==> src/rtl/leaf_spine_uplink_pkg.sv <==
`default_nettype none
// ============================================================================
// Module : leaf_uplink_pkg
// Brief  : Header field layout, FSM state types and limits for the uplink.
// Rev    : 1.0
// ============================================================================
package leaf_uplink_pkg;

  localparam int HDR_W         = 16;
  localparam int FIELD_W       = 4;
  localparam int HDR_DGRP_LSB  = 12;
  localparam int HDR_DLEAF_LSB = 8;
  localparam int HDR_SGRP_LSB  = 4;
  localparam int HDR_LEN_LSB   = 0;
  localparam int MAX_LEN       = 15;

  typedef enum logic [1:0] {
    T_IDLE = 2'd0,
    T_HDR  = 2'd1,
    T_PAY  = 2'd2
  } tx_state_e;

  typedef enum logic [1:0] {
    R_HDR  = 2'd0,
    R_PAY  = 2'd1,
    R_DROP = 2'd2
  } rx_state_e;

  function automatic logic [HDR_W-1:0] pack_hdr(
    input logic [FIELD_W-1:0] dgrp,
    input logic [FIELD_W-1:0] dleaf,
    input logic [FIELD_W-1:0] sgrp,
    input logic [FIELD_W-1:0] len
  );
    return {dgrp, dleaf, sgrp, len};
  endfunction

endpackage
`default_nettype wire

==> src/rtl/leaf_spine_uplink_rx_fifo.sv <==
`default_nettype none
// ============================================================================
// Module : uplink_rx_fifo
// Brief  : Synchronous receive FIFO with a free-entry count for admission.
// Rev    : 1.0
// ============================================================================
module uplink_rx_fifo #(
  parameter int WIDTH = 22,
  parameter int DEPTH = 8,
  parameter int CW    = $clog2(DEPTH + 1)
) (
  input  logic             clk_i,
  input  logic             rst_ni,
  input  logic             push_i,
  input  logic [WIDTH-1:0] push_data_i,
  input  logic             pop_i,
  output logic [WIDTH-1:0] pop_data_o,
  output logic             valid_o,
  output logic [CW-1:0]    free_o
);

  localparam int            PW   = (DEPTH > 1) ? $clog2(DEPTH) : 1;
  localparam logic [PW-1:0] LAST = PW'(DEPTH - 1);

  logic [WIDTH-1:0] mem_q [DEPTH];
  logic [PW-1:0]    wr_ptr_q, rd_ptr_q;
  logic [CW-1:0]    count_q;
  logic             w_pop;

  assign w_pop = pop_i && valid_o;

  always_ff @(posedge clk_i) begin
    if (push_i) mem_q[wr_ptr_q] <= push_data_i;
  end

  always_ff @(posedge clk_i or negedge rst_ni) begin
    if (!rst_ni) begin
      wr_ptr_q <= '0;
      rd_ptr_q <= '0;
      count_q  <= '0;
    end else begin
      if (push_i) wr_ptr_q <= (wr_ptr_q == LAST) ? '0 : wr_ptr_q + 1'b1;
      if (w_pop)  rd_ptr_q <= (rd_ptr_q == LAST) ? '0 : rd_ptr_q + 1'b1;
      case ({push_i, w_pop})
        2'b10:   count_q <= count_q + 1'b1;
        2'b01:   count_q <= count_q - 1'b1;
        default: count_q <= count_q;
      endcase
    end
  end

  assign valid_o    = (count_q != '0);
  assign free_o     = CW'(DEPTH) - count_q;
  // Gate the read port so an empty FIFO presents all-zero outputs.
  assign pop_data_o = valid_o ? mem_q[rd_ptr_q] : '0;

endmodule
`default_nettype wire

==> src/rtl/leaf_spine_uplink.sv <==
`default_nettype none
// ============================================================================
// Module : leaf_spine_uplink
// Brief  : Leaf endpoint of a spine link; credit-based packetizer and
//          whole-packet-admission depacketizer. LEAF_SPINE_UPLINK_STATS_EN
//          enables the tx_pkt_cnt / rx_drop_cnt statistics counters.
// Rev    : 1.0
// ============================================================================
module leaf_spine_uplink
  import leaf_uplink_pkg::*;
#(
  parameter logic [3:0] GROUP_ID   = 4'b0001,
  parameter logic [3:0] LEAF_ID    = 4'd1,
  parameter int         DWIDTH     = 16,
  parameter int         FIFO_DEPTH = 8
) (
  input  logic              clk_i,
  input  logic              rst_ni,
  input  logic              tx_req_valid_i,
  output logic              tx_req_ready_o,
  input  logic [3:0]        tx_dest_group_i,
  input  logic [3:0]        tx_dest_leaf_i,
  input  logic [3:0]        tx_len_i,
  input  logic [DWIDTH-1:0] tx_data_i,
  input  logic              tx_data_valid_i,
  output logic              tx_data_ready_o,
  output logic [DWIDTH-1:0] up_data_o,
  output logic              up_valid_o,
  input  logic              up_credit_i,
  input  logic [DWIDTH-1:0] dn_data_i,
  input  logic              dn_valid_i,
  output logic [DWIDTH-1:0] rx_data_o,
  output logic              rx_valid_o,
  input  logic              rx_ready_i,
  output logic              rx_sop_o,
  output logic              rx_eop_o,
  output logic [3:0]        rx_src_group_o,
  output logic              rx_overflow_o,
  output logic [15:0]       tx_pkt_cnt_o,
  output logic [15:0]       rx_drop_cnt_o
);

  localparam int            CW       = $clog2(FIFO_DEPTH + 1);
  localparam int            EW       = DWIDTH + 6;
  localparam logic [CW-1:0] CRED_MAX = CW'(FIFO_DEPTH);

  // ---------------------------------------------------------------- TX path
  tx_state_e         tx_state_q, tx_state_d;
  logic [3:0]        dgrp_q, dgrp_d, dleaf_q, dleaf_d, rem_q, rem_d;
  logic [CW-1:0]     cred_q, cred_d;
  logic [DWIDTH-1:0] up_data_q, up_data_d, w_hdr;
  logic              up_valid_q, up_valid_d;
  logic              live_q, w_has_cred, w_pkt_done;

  assign w_has_cred = (cred_q != '0);

  // In T_IDLE the header is built from the request itself so it can leave
  // on the acceptance edge; T_HDR only covers the no-credit case.
  always_comb begin
    w_hdr = '0;
    if (tx_state_q == T_IDLE)
      w_hdr[HDR_W-1:0] = pack_hdr(tx_dest_group_i, tx_dest_leaf_i, GROUP_ID, tx_len_i);
    else
      w_hdr[HDR_W-1:0] = pack_hdr(dgrp_q, dleaf_q, GROUP_ID, rem_q);
  end

  always_comb begin
    tx_state_d      = tx_state_q;
    dgrp_d          = dgrp_q;
    dleaf_d         = dleaf_q;
    rem_d           = rem_q;
    up_valid_d      = 1'b0;
    up_data_d       = up_data_q;
    tx_req_ready_o  = 1'b0;
    tx_data_ready_o = 1'b0;
    w_pkt_done      = 1'b0;
    case (tx_state_q)
      T_IDLE: begin
        tx_req_ready_o = live_q;
        if (live_q && tx_req_valid_i && (tx_len_i != 4'd0)) begin
          dgrp_d  = tx_dest_group_i;
          dleaf_d = tx_dest_leaf_i;
          rem_d   = tx_len_i;
          if (w_has_cred) begin
            up_valid_d = 1'b1;
            up_data_d  = w_hdr;
            tx_state_d = T_PAY;
          end else begin
            tx_state_d = T_HDR;
          end
        end
      end
      T_HDR: begin
        if (w_has_cred) begin
          up_valid_d = 1'b1;
          up_data_d  = w_hdr;
          tx_state_d = T_PAY;
        end
      end
      T_PAY: begin
        tx_data_ready_o = w_has_cred;
        if (tx_data_valid_i && w_has_cred) begin
          up_valid_d = 1'b1;
          up_data_d  = tx_data_i;
          rem_d      = rem_q - 1'b1;
          if (rem_q == 4'd1) begin
            tx_state_d = T_IDLE;
            w_pkt_done = 1'b1;
          end
        end
      end
      default: tx_state_d = T_IDLE;
    endcase

    cred_d = cred_q;
    if (up_valid_d && !up_credit_i)
      cred_d = cred_q - 1'b1;
    else if (!up_valid_d && up_credit_i && (cred_q != CRED_MAX))
      cred_d = cred_q + 1'b1;
  end

  always_ff @(posedge clk_i or negedge rst_ni) begin
    if (!rst_ni) begin
      tx_state_q <= T_IDLE;
      dgrp_q     <= '0;
      dleaf_q    <= '0;
      rem_q      <= '0;
      cred_q     <= CRED_MAX;
      up_data_q  <= '0;
      up_valid_q <= 1'b0;
      live_q     <= 1'b0;
    end else begin
      tx_state_q <= tx_state_d;
      dgrp_q     <= dgrp_d;
      dleaf_q    <= dleaf_d;
      rem_q      <= rem_d;
      cred_q     <= cred_d;
      up_data_q  <= up_data_d;
      up_valid_q <= up_valid_d;
      live_q     <= 1'b1;
    end
  end

  assign up_data_o  = up_data_q;
  assign up_valid_o = up_valid_q;

  // ---------------------------------------------------------------- RX path
  rx_state_e     rx_state_q, rx_state_d;
  logic [3:0]    rrem_q, rrem_d, src_q, src_d, w_dn_len;
  logic          first_q, first_d, ovf_q, ovf_d;
  logic          w_push, w_drop, w_match;
  logic [EW-1:0] w_entry, w_rd_entry;
  logic [CW-1:0] w_free;

  assign w_dn_len = dn_data_i[HDR_LEN_LSB +: FIELD_W];
  assign w_match  = (dn_data_i[HDR_DGRP_LSB +: FIELD_W] == GROUP_ID) &&
                    (dn_data_i[HDR_DLEAF_LSB +: FIELD_W] == LEAF_ID);
  assign w_entry  = {src_q, first_q, (rrem_q == 4'd1), dn_data_i};

  always_comb begin
    rx_state_d = rx_state_q;
    rrem_d     = rrem_q;
    src_d      = src_q;
    first_d    = first_q;
    ovf_d      = ovf_q;
    w_push     = 1'b0;
    w_drop     = 1'b0;
    case (rx_state_q)
      R_HDR: begin
        if (dn_valid_i && (w_dn_len != 4'd0)) begin
          rrem_d  = w_dn_len;
          src_d   = dn_data_i[HDR_SGRP_LSB +: FIELD_W];
          first_d = 1'b1;
          if (!w_match) begin
            rx_state_d = R_DROP;
            w_drop     = 1'b1;
          end else if (32'(w_free) < 32'(w_dn_len)) begin
            rx_state_d = R_DROP;
            w_drop     = 1'b1;
            ovf_d      = 1'b1;
          end else begin
            rx_state_d = R_PAY;
          end
        end
      end
      R_PAY, R_DROP: begin
        if (dn_valid_i) begin
          w_push  = (rx_state_q == R_PAY);
          first_d = 1'b0;
          rrem_d  = rrem_q - 1'b1;
          if (rrem_q == 4'd1) rx_state_d = R_HDR;
        end
      end
      default: rx_state_d = R_HDR;
    endcase
  end

  always_ff @(posedge clk_i or negedge rst_ni) begin
    if (!rst_ni) begin
      rx_state_q <= R_HDR;
      rrem_q     <= '0;
      src_q      <= '0;
      first_q    <= 1'b0;
      ovf_q      <= 1'b0;
    end else begin
      rx_state_q <= rx_state_d;
      rrem_q     <= rrem_d;
      src_q      <= src_d;
      first_q    <= first_d;
      ovf_q      <= ovf_d;
    end
  end

  uplink_rx_fifo #(
    .WIDTH (EW),
    .DEPTH (FIFO_DEPTH),
    .CW    (CW)
  ) u_rx_fifo (
    .clk_i       (clk_i),
    .rst_ni      (rst_ni),
    .push_i      (w_push),
    .push_data_i (w_entry),
    .pop_i       (rx_ready_i),
    .pop_data_o  (w_rd_entry),
    .valid_o     (rx_valid_o),
    .free_o      (w_free)
  );

  assign {rx_src_group_o, rx_sop_o, rx_eop_o, rx_data_o} = w_rd_entry;
  assign rx_overflow_o = ovf_q;

  // ------------------------------------------------------------- statistics
`ifdef LEAF_SPINE_UPLINK_STATS_EN
  logic [15:0] tx_pkt_cnt_q, rx_drop_cnt_q;

  always_ff @(posedge clk_i or negedge rst_ni) begin
    if (!rst_ni) begin
      tx_pkt_cnt_q  <= '0;
      rx_drop_cnt_q <= '0;
    end else begin
      if (w_pkt_done) tx_pkt_cnt_q  <= tx_pkt_cnt_q + 1'b1;
      if (w_drop)     rx_drop_cnt_q <= rx_drop_cnt_q + 1'b1;
    end
  end

  assign tx_pkt_cnt_o  = tx_pkt_cnt_q;
  assign rx_drop_cnt_o = rx_drop_cnt_q;
`else
  logic w_unused_stats;
  assign w_unused_stats = w_pkt_done ^ w_drop;
  assign tx_pkt_cnt_o   = '0;
  assign rx_drop_cnt_o  = '0;
`endif

endmodule
`default_nettype wire
==> config.mk <==
export PLATFORM = sky130hd
export DESIGN_NAME = leaf_spine_uplink
export DESIGN_NICKNAME = d
export VERILOG_FILES = /design/src/rtl/leaf_spine_uplink_pkg.sv /design/src/rtl/leaf_spine_uplink_rx_fifo.sv /design/src/rtl/leaf_spine_uplink.sv
export SDC_FILE = /design/constraint.sdc
export NUM_CORES = 1
export LEC_CHECK = 0
export ABC_AREA = 1
export CORE_MARGIN = 3
export CORE_UTILIZATION = 45
export DETAILED_ROUTE_END_ITERATION = 6
export DONT_BUFFER_PORTS = 1
export SLEW_MARGIN = 15
export SYNTH_ARGS = -nofsm -noshare
export SYNTH_HDL_FRONTEND = slang
export SYNTH_SLANG_ARGS = --single-unit
==> constraint.sdc <==
create_clock -name clk_i -period 2.1 [get_ports clk_i]
set_input_delay 0.21 -clock clk_i [delete_from_list [all_inputs] [get_ports clk_i]]
set_output_delay 0.21 -clock clk_i [all_outputs]
set_load 0.01 [all_outputs]
Yosys cells after proc, flatten, opt, wreduce, memory -nomap -nowiden
Memory sizes are Yosys's and may differ from the RTL's.
Index checks and enable logic that the tools add are counted.
{"block": "classes", "add_sub_neg": 9, "magnitude_cmp": 1, "eq_ne": 20, "reduce_logical": 31, "mux": 42}
{"op": "$mux 16", "count": 4}
{"op": "$pmux 16 s3", "count": 1}
{"op": "$mux 4", "count": 6}
{"op": "$pmux 4 s2", "count": 3}
{"op": "$mux 22", "count": 1}
{"op": "$mux 2", "count": 10}
{"op": "$eq 4x1->1 const B", "count": 4}
{"op": "$reduce_bool 4->1", "count": 4}
{"op": "$sub 4x1->4 const B", "count": 4}
{"op": "$reduce_and 3->1", "count": 4}
{"op": "$mux 1", "count": 11}
{"op": "$ne 2x2->1 const B", "count": 5}
{"op": "$logic_and 1x1->1", "count": 9}
{"op": "$add 4x1->4 const B", "count": 2}
{"op": "$reduce_and 4->1", "count": 2}
{"op": "$reduce_bool 2->1", "count": 4}
{"op": "$add 3x1->3 const B", "count": 2}
{"op": "$eq 2x1->1 const B", "count": 3}
{"op": "$eq 2x2->1 const B", "count": 3}
{"op": "$eq 3x3->1 const B", "count": 2}
{"op": "$mux 3", "count": 2}
{"op": "$pmux 2 s3", "count": 1}
{"op": "$logic_not 2->1", "count": 2}
{"op": "$lt 4x4->1", "count": 1}
{"op": "10 further kinds", "count": 13}
{"block": "word_totals", "ff_bits": 58, "mem_bits_rw": 176, "word_cells": 120, "n_memories": 1}
{"memory": "u_rx_fifo.mem_q", "depth": 8, "word_bits": 22, "rd": 1, "rd_clocked_by_memory_dff": 0, "write_ports": 1, "line_no": "leaf_spine_uplink_rx_fifo.sv:25", "source": "logic [WIDTH-1:0] mem_q [DEPTH];"}

Depth between registers and ports, before layout
{"block": "logic_depth", "word_depth": 9, "mapped_depth": 16}

Modules after synthesis
Synthesis repeated with hierarchy kept, for this count alone.
{"block": "unflattened", "hier_cells": 927, "area_unflattened_um2": 10400.0}
{"mod": "uplink_rx_fifo", "area_per_inst_um2": 7601.0, "cells_per_inst": 610, "seq_area_each_um2": 5535.3, "n_inst": 1}
{"mod": "leaf_spine_uplink", "area_per_inst_um2": 2798.9, "cells_per_inst": 317, "seq_area_each_um2": 1202.4, "n_inst": 1}

Worst setup path after synthesis
OpenSTA, ideal clock, no wires.
{"block": "synth_path", "path_kind": "register -> register", "startpoint": "register u_rx_fifo.count_q[0]", "endpoint": "register u_rx_fifo.count_q[3]", "setup_ns": 0.123, "t_arrival_ns": 2.188, "required_time_ns": 1.977, "synth_period_minus_slack_ns": 2.311, "path_buffers": 0, "stages_incl_launch_ff": 15, "path_slack_ns": -0.211, "cell_sequence": "dfrtp_1 > inv_1 > ha_1 > nand3_1 > nand2_1 > inv_1 > ha_1 > ha_1 > nand2_1 > nor2_1 > a211oi_1 > nor2_1 > nor2_1 > nand2_1 > xor2_1"}
{"block": "synth_via", "elab_chain_len": 4, "elab_cells_between_ends": 8, "classes_between": "add/sub: 2; eq/ne: 2; mux: 1; reduce/logical: 3"}
{"item": "from (decl)", "line_no": "leaf_spine_uplink_rx_fifo.sv:27", "source": "logic [CW-1:0] count_q;"}
{"item": "from (signal assigned)", "line_no": "leaf_spine_uplink_rx_fifo.sv:45", "source": "2'b10: count_q <= count_q + 1'b1;"}
{"item": "from (signal assigned)", "line_no": "leaf_spine_uplink_rx_fifo.sv:46", "source": "2'b01: count_q <= count_q - 1'b1;"}
{"item": "from (signal assigned)", "line_no": "leaf_spine_uplink_rx_fifo.sv:47", "source": "default: count_q <= count_q;"}
{"item": "$reduce_bool 4->1 *", "line_no": "leaf_spine_uplink_rx_fifo.sv:52", "source": "assign valid_o = (count_q != '0);"}
{"item": "$logic_and 1x1->1 *", "line_no": "leaf_spine_uplink_rx_fifo.sv:30", "source": "assign w_pop = pop_i && valid_o;"}
{"item": "net u_rx_fifo.w_pop", "line_no": "leaf_spine_uplink_rx_fifo.sv:28", "source": "logic w_pop;"}
{"item": "$eq 2x1->1 / $eq 2x2->1 (equally long branches)", "line_no": "leaf_spine_uplink_rx_fifo.sv:44", "source": "case ({push_i, w_pop})"}
{"item": "$pmux 4 s2 / $reduce_bool 2->1 (equally long branches)"}
The timed path passes the listed nets; every way through them passes the cells marked *.
A chain may end at the register's enable or synchronous reset.

Worst setup path in the final report
{"block": "layout_path", "startpoint": "register u_rx_fifo.rd_ptr_q[0]", "endpoint": "output port rx_data_o[5]"}
{"block": "layout_via", "elab_chain_len": 2}
{"item": "from (decl)", "line_no": "leaf_spine_uplink_rx_fifo.sv:26", "source": "logic [PW-1:0] wr_ptr_q, rd_ptr_q;"}
{"item": "from (signal assigned)", "line_no": "leaf_spine_uplink_rx_fifo.sv:43", "source": "if (w_pop) rd_ptr_q <= (rd_ptr_q == LAST) ? '0 : rd_ptr_q + 1'b1;"}
{"item": "$mem_v2 8x22"}
{"item": "$mux 22", "line_no": "leaf_spine_uplink_rx_fifo.sv:55", "source": "assign pop_data_o = valid_o ? mem_q[rd_ptr_q] : '0;"}
{"item": "to (decl)", "line_no": "leaf_spine_uplink.sv:32", "source": "output logic [DWIDTH-1:0] rx_data_o,"}
No other way between the ends.

==> qor.txt <==
Status = finished, violations left
Failing checks = negative setup slack
Filler cells = 1739
Die Height = 157 um
Hold Crit Start = dn_valid_i
Sequential cell area = 0.00674 mm2
Clk pin slew, worst setup/hold paths = 0.06 ns
Pwr dens = 1390 mW/mm2
I/O Buffers = 0
Worst hold endpoint = rrem_q[1]$_DFFE_PN0P_
Fin crit share = 111%
Finished Cell Area = 0.0130 mm2
Worst Hold Path Cells = 3
Seq/Total Area, Yosys = 66.0%
Detailed-route wire length per cell = 18.7 um
Antenna violations before repair = 0
Flop-to-flop setup slack = 0.04 ns
Layout cells sized above 1 = 18.9%
Max VDD drop = 0.760 mV
Req. time, crit path = 1.89 ns
Top post-synthesis cells by count = 176 x edfxtp_1, 167 x nor2_1, 130 x o21ai_0
Worst flop-to-flop path startpoint = u_rx_fifo.count_q[0]$_DFFE_PN0P_
GRT Util Overall = 19.1%
Setup ws final = -0.235 ns
Drt drc = 0
Clock sink total = 234
Area of the multi-input gates = 0.00315 mm2
Synth Instances = 904
GPL Wtd Cong = 0.806
DP Wirelength = 13800 um
Post-DRT Antenna Nets = 0
Total Power = 18.1 mW
Critical Path Start Type = flip-flop
Fin nets = 1103
Clock skew = 0.0116 ns
Setup crit end kind = primary output
Core Area = 0.0220 mm2
F_max = 428 MHz
Period minus WS final = 2.33 ns
Setup violators final = 22
Critical path class = reg2out
Unrepaired setup endpoints after global routing = true
Number of synthesized flops with an enable pin = 176
Vias = 7176
Row cnt = 54
HP Class = in2reg
First-pass GRT wire length = 37200 um
Fin. Hold Viols = 0
Asr flop ratio synth = 24.8%
Cells on worst reg2reg path = 14
First-pass DRT Iterations = 5
Leak = 5.04 nW
Most frequent cell after synthesis = edfxtp_1
Ys flop type = edfxtp_1
I/O Pins = 126
Mean Syn Cell Area = 11.3 um2
Routed wire length = 25000 um
Vias in the first global route = 6980
Cell Area, Synth = 0.0102 mm2
Most area-consuming cells after synthesis = edfxtp_1 52%, dfrtp_1 14%, o21ai_0 6.4%
Critical path arrival = 2.12 ns
TritonCTS clock tree = done
Crit Reg-Reg Endpoint = u_rx_fifo.count_q[3]$_DFFE_PN0P_
Depth of the CTS H-tree = 1
Ys Warns = 0
Total gr overflow = 0
Max Slew Vio Count = 0
First DRT Iteration DRCs = 552
Largest net degree at the start of global routing = 59
Initial core utilization = 46.3%
Netlist cell types = 45
Cell Area, Placed = 0.0109 mm2
CTS Root Cell = clkbuf_16
Clk Latency, worst-skew pair = 0.52 ns
Die X = 157 um
Ant diodes = 0
Clock buffer depth = 3
Maxcap violations = 0
Crit path max fanout = 8
Layout area overhead = 27.1%
Die area = 0.0245 mm2
Via/cell ratio = 5.39
Synth top area share = 51.8%
#FFs+latches synth = 234
Cell taking the most area after synthesis = edfxtp_1
Num CTS Buffers = 25
## cells by family (layout without fill, tap and decap cells)
| family | Yosys count | count (layout) | synth area share (%) |
|---|---|---|---|
| simple gates | 276 | 276 | 11.0 |
| mux | 8 | 8 | 0.883 |
| fa+ha+maj | 19 | 19 | 2.40 |
| compound gates | 225 | 225 | 12.5 |
| other cells | 2 | 33 | 0.0736 |
| buf+inv | 130 | 247 | 6.19 |
| xor+xnor | 10 | 10 | 0.858 |
| flops | 234 | 234 | 66.0 |
## worst max path at each step
stage | slack, ns | from | cells after the start | end
after CTS | -0.14 | u_rx_fifo.rd_ptr_q[0]$_DFFE_PN0P_ | 7 | rx_data_o[13]
final | -0.23 | u_rx_fifo.rd_ptr_q[0]$_DFFE_PN0P_ | 8 | rx_data_o[5]
after detailed placement | -0.07 | u_rx_fifo.count_q[1]$_DFFE_PN0P_ | 14 | u_rx_fifo.count_q[3]$_DFFE_PN0P_
after global placement | 0.006 | u_rx_fifo.count_q[1]$_DFFE_PN0P_ | 14 | u_rx_fifo.count_q[3]$_DFFE_PN0P_
after global routing | -0.30 | u_rx_fifo.rd_ptr_q[0]$_DFFE_PN0P_ | 8 | rx_data_o[5]
after floorplan | -0.08 | rx_state_q[1]$_DFFE_PN0P_ | 6 | u_rx_fifo.mem_q[1][0]$_DFFE_PP_
## final cells by class
type / count / area share (%)
Clock buffer: 31 / 5.15
Clock inverter: 15 / 1.20
Inverter: 56 / 1.76
Multi-Input combinational cell: 571 / 24.3
Sequential cell: 234 / 52.0
Tap cell: 280 / 2.70
Timing Repair Buffer: 144 / 12.9
Timing Repair inverter: 1 / 0.0675
## cell usage in the layout (no fill, tap or decap), types with 5 or more instances in the layout
cell type / n
inv_1: 47
clkinv_1: 6
xor2_1: 8
conb_1: 33
edfxtp_1: 176
inv_2: 6
o22ai_1: 22
a22oi_1: 12
mux2_2: 8
clkbuf_16: 36
ha_1: 14
buf_12: 13
nand3_1: 11
a31oi_1: 35
nor2_2: 15
nor2_1: 150
nand2_2: 7
buf_4: 60
dfrtp_1: 55
nand2_1: 78
dlygate4sd3_1: 48
o21ai_1: 36
buf_6: 7
o21ai_0: 92
a21oi_1: 5
## critical path, cell delays in order (launching register included)
cell	delay (ns)
dfrtp_4	0.49
buf_4	0.16
buf_6	0.13
clkbuf_16	0.16
nor2_1	0.12
o22ai_1	0.10
o21ai_1	0.20
a31oi_1	0.08
buf_4	0.16
## sequential cells by signal (all words and copies together) (netlist names)
signal	count
u_rx_fifo.mem_q	176
rx_state_q	2
u_rx_fifo.count_q	4
live_q	1
src_q	4
u_rx_fifo.wr_ptr_q	3
up_data_o	16
u_rx_fifo.rd_ptr_q	3
rx_overflow_o	1
cred_q	4
tx_state_q	2
up_valid_o	1
dleaf_q	4
first_q	1
rrem_q	4
dgrp_q	4
rem_q	4
## power breakdown
group	switching, mW	total (mW)	leakage, nW	internal (mW)
registers	0.535	6.15	2.26	5.61
clock network	1.74	4.37	0.406	2.63
logic	4.05	7.58	2.37	3.53
total	6.32	18.1	5.04	11.8
## routing by layer
| layer | vias to the layer above | GRT usage (%) | part of all wire, % |
|---|---|---|---|
| li1 | 3400 | - | - |
| met1 | 3476 | 26.1 | 43 |
| met2 | 267 | 31.4 | 48 |
| met3 | 33 | 3.71 | 7.5 |
| met4 | 0 | 5.42 | 1.7 |
| met5 | - | 0 | 0 |
## per-stage QoR
step	setup TNS [ns]	setup WS (ns)	util, %	instances	hold slack (ns)
after CTS	-1.79	-0.139	56.3	1306	0.0252
final	-2.53	-0.235	58.9	1332	0.0479
after global routing	-4.59	-0.304	58.9	1332	0.0828
after detailed placement	-0.0702	-0.0702	49.4	1207	-0.0827
after global placement	0	0.00604	49.4	1207	-0.0832
after floorplan	-13.42	-0.0788	-	935	-0.0856
## timing repair
item / in CTS / in global routing
buffers inserted: 1 / 12
resized for setup: 31 / 72
gates cloned: 3 / 14
endpoints found under the setup margin: 23 / 24
hold buffers: 49 / 0
endpoints found under the hold margin: 227 / 0
pin swaps: 5 / 26
Note: power is estimated with default switching activity, not from simulation.
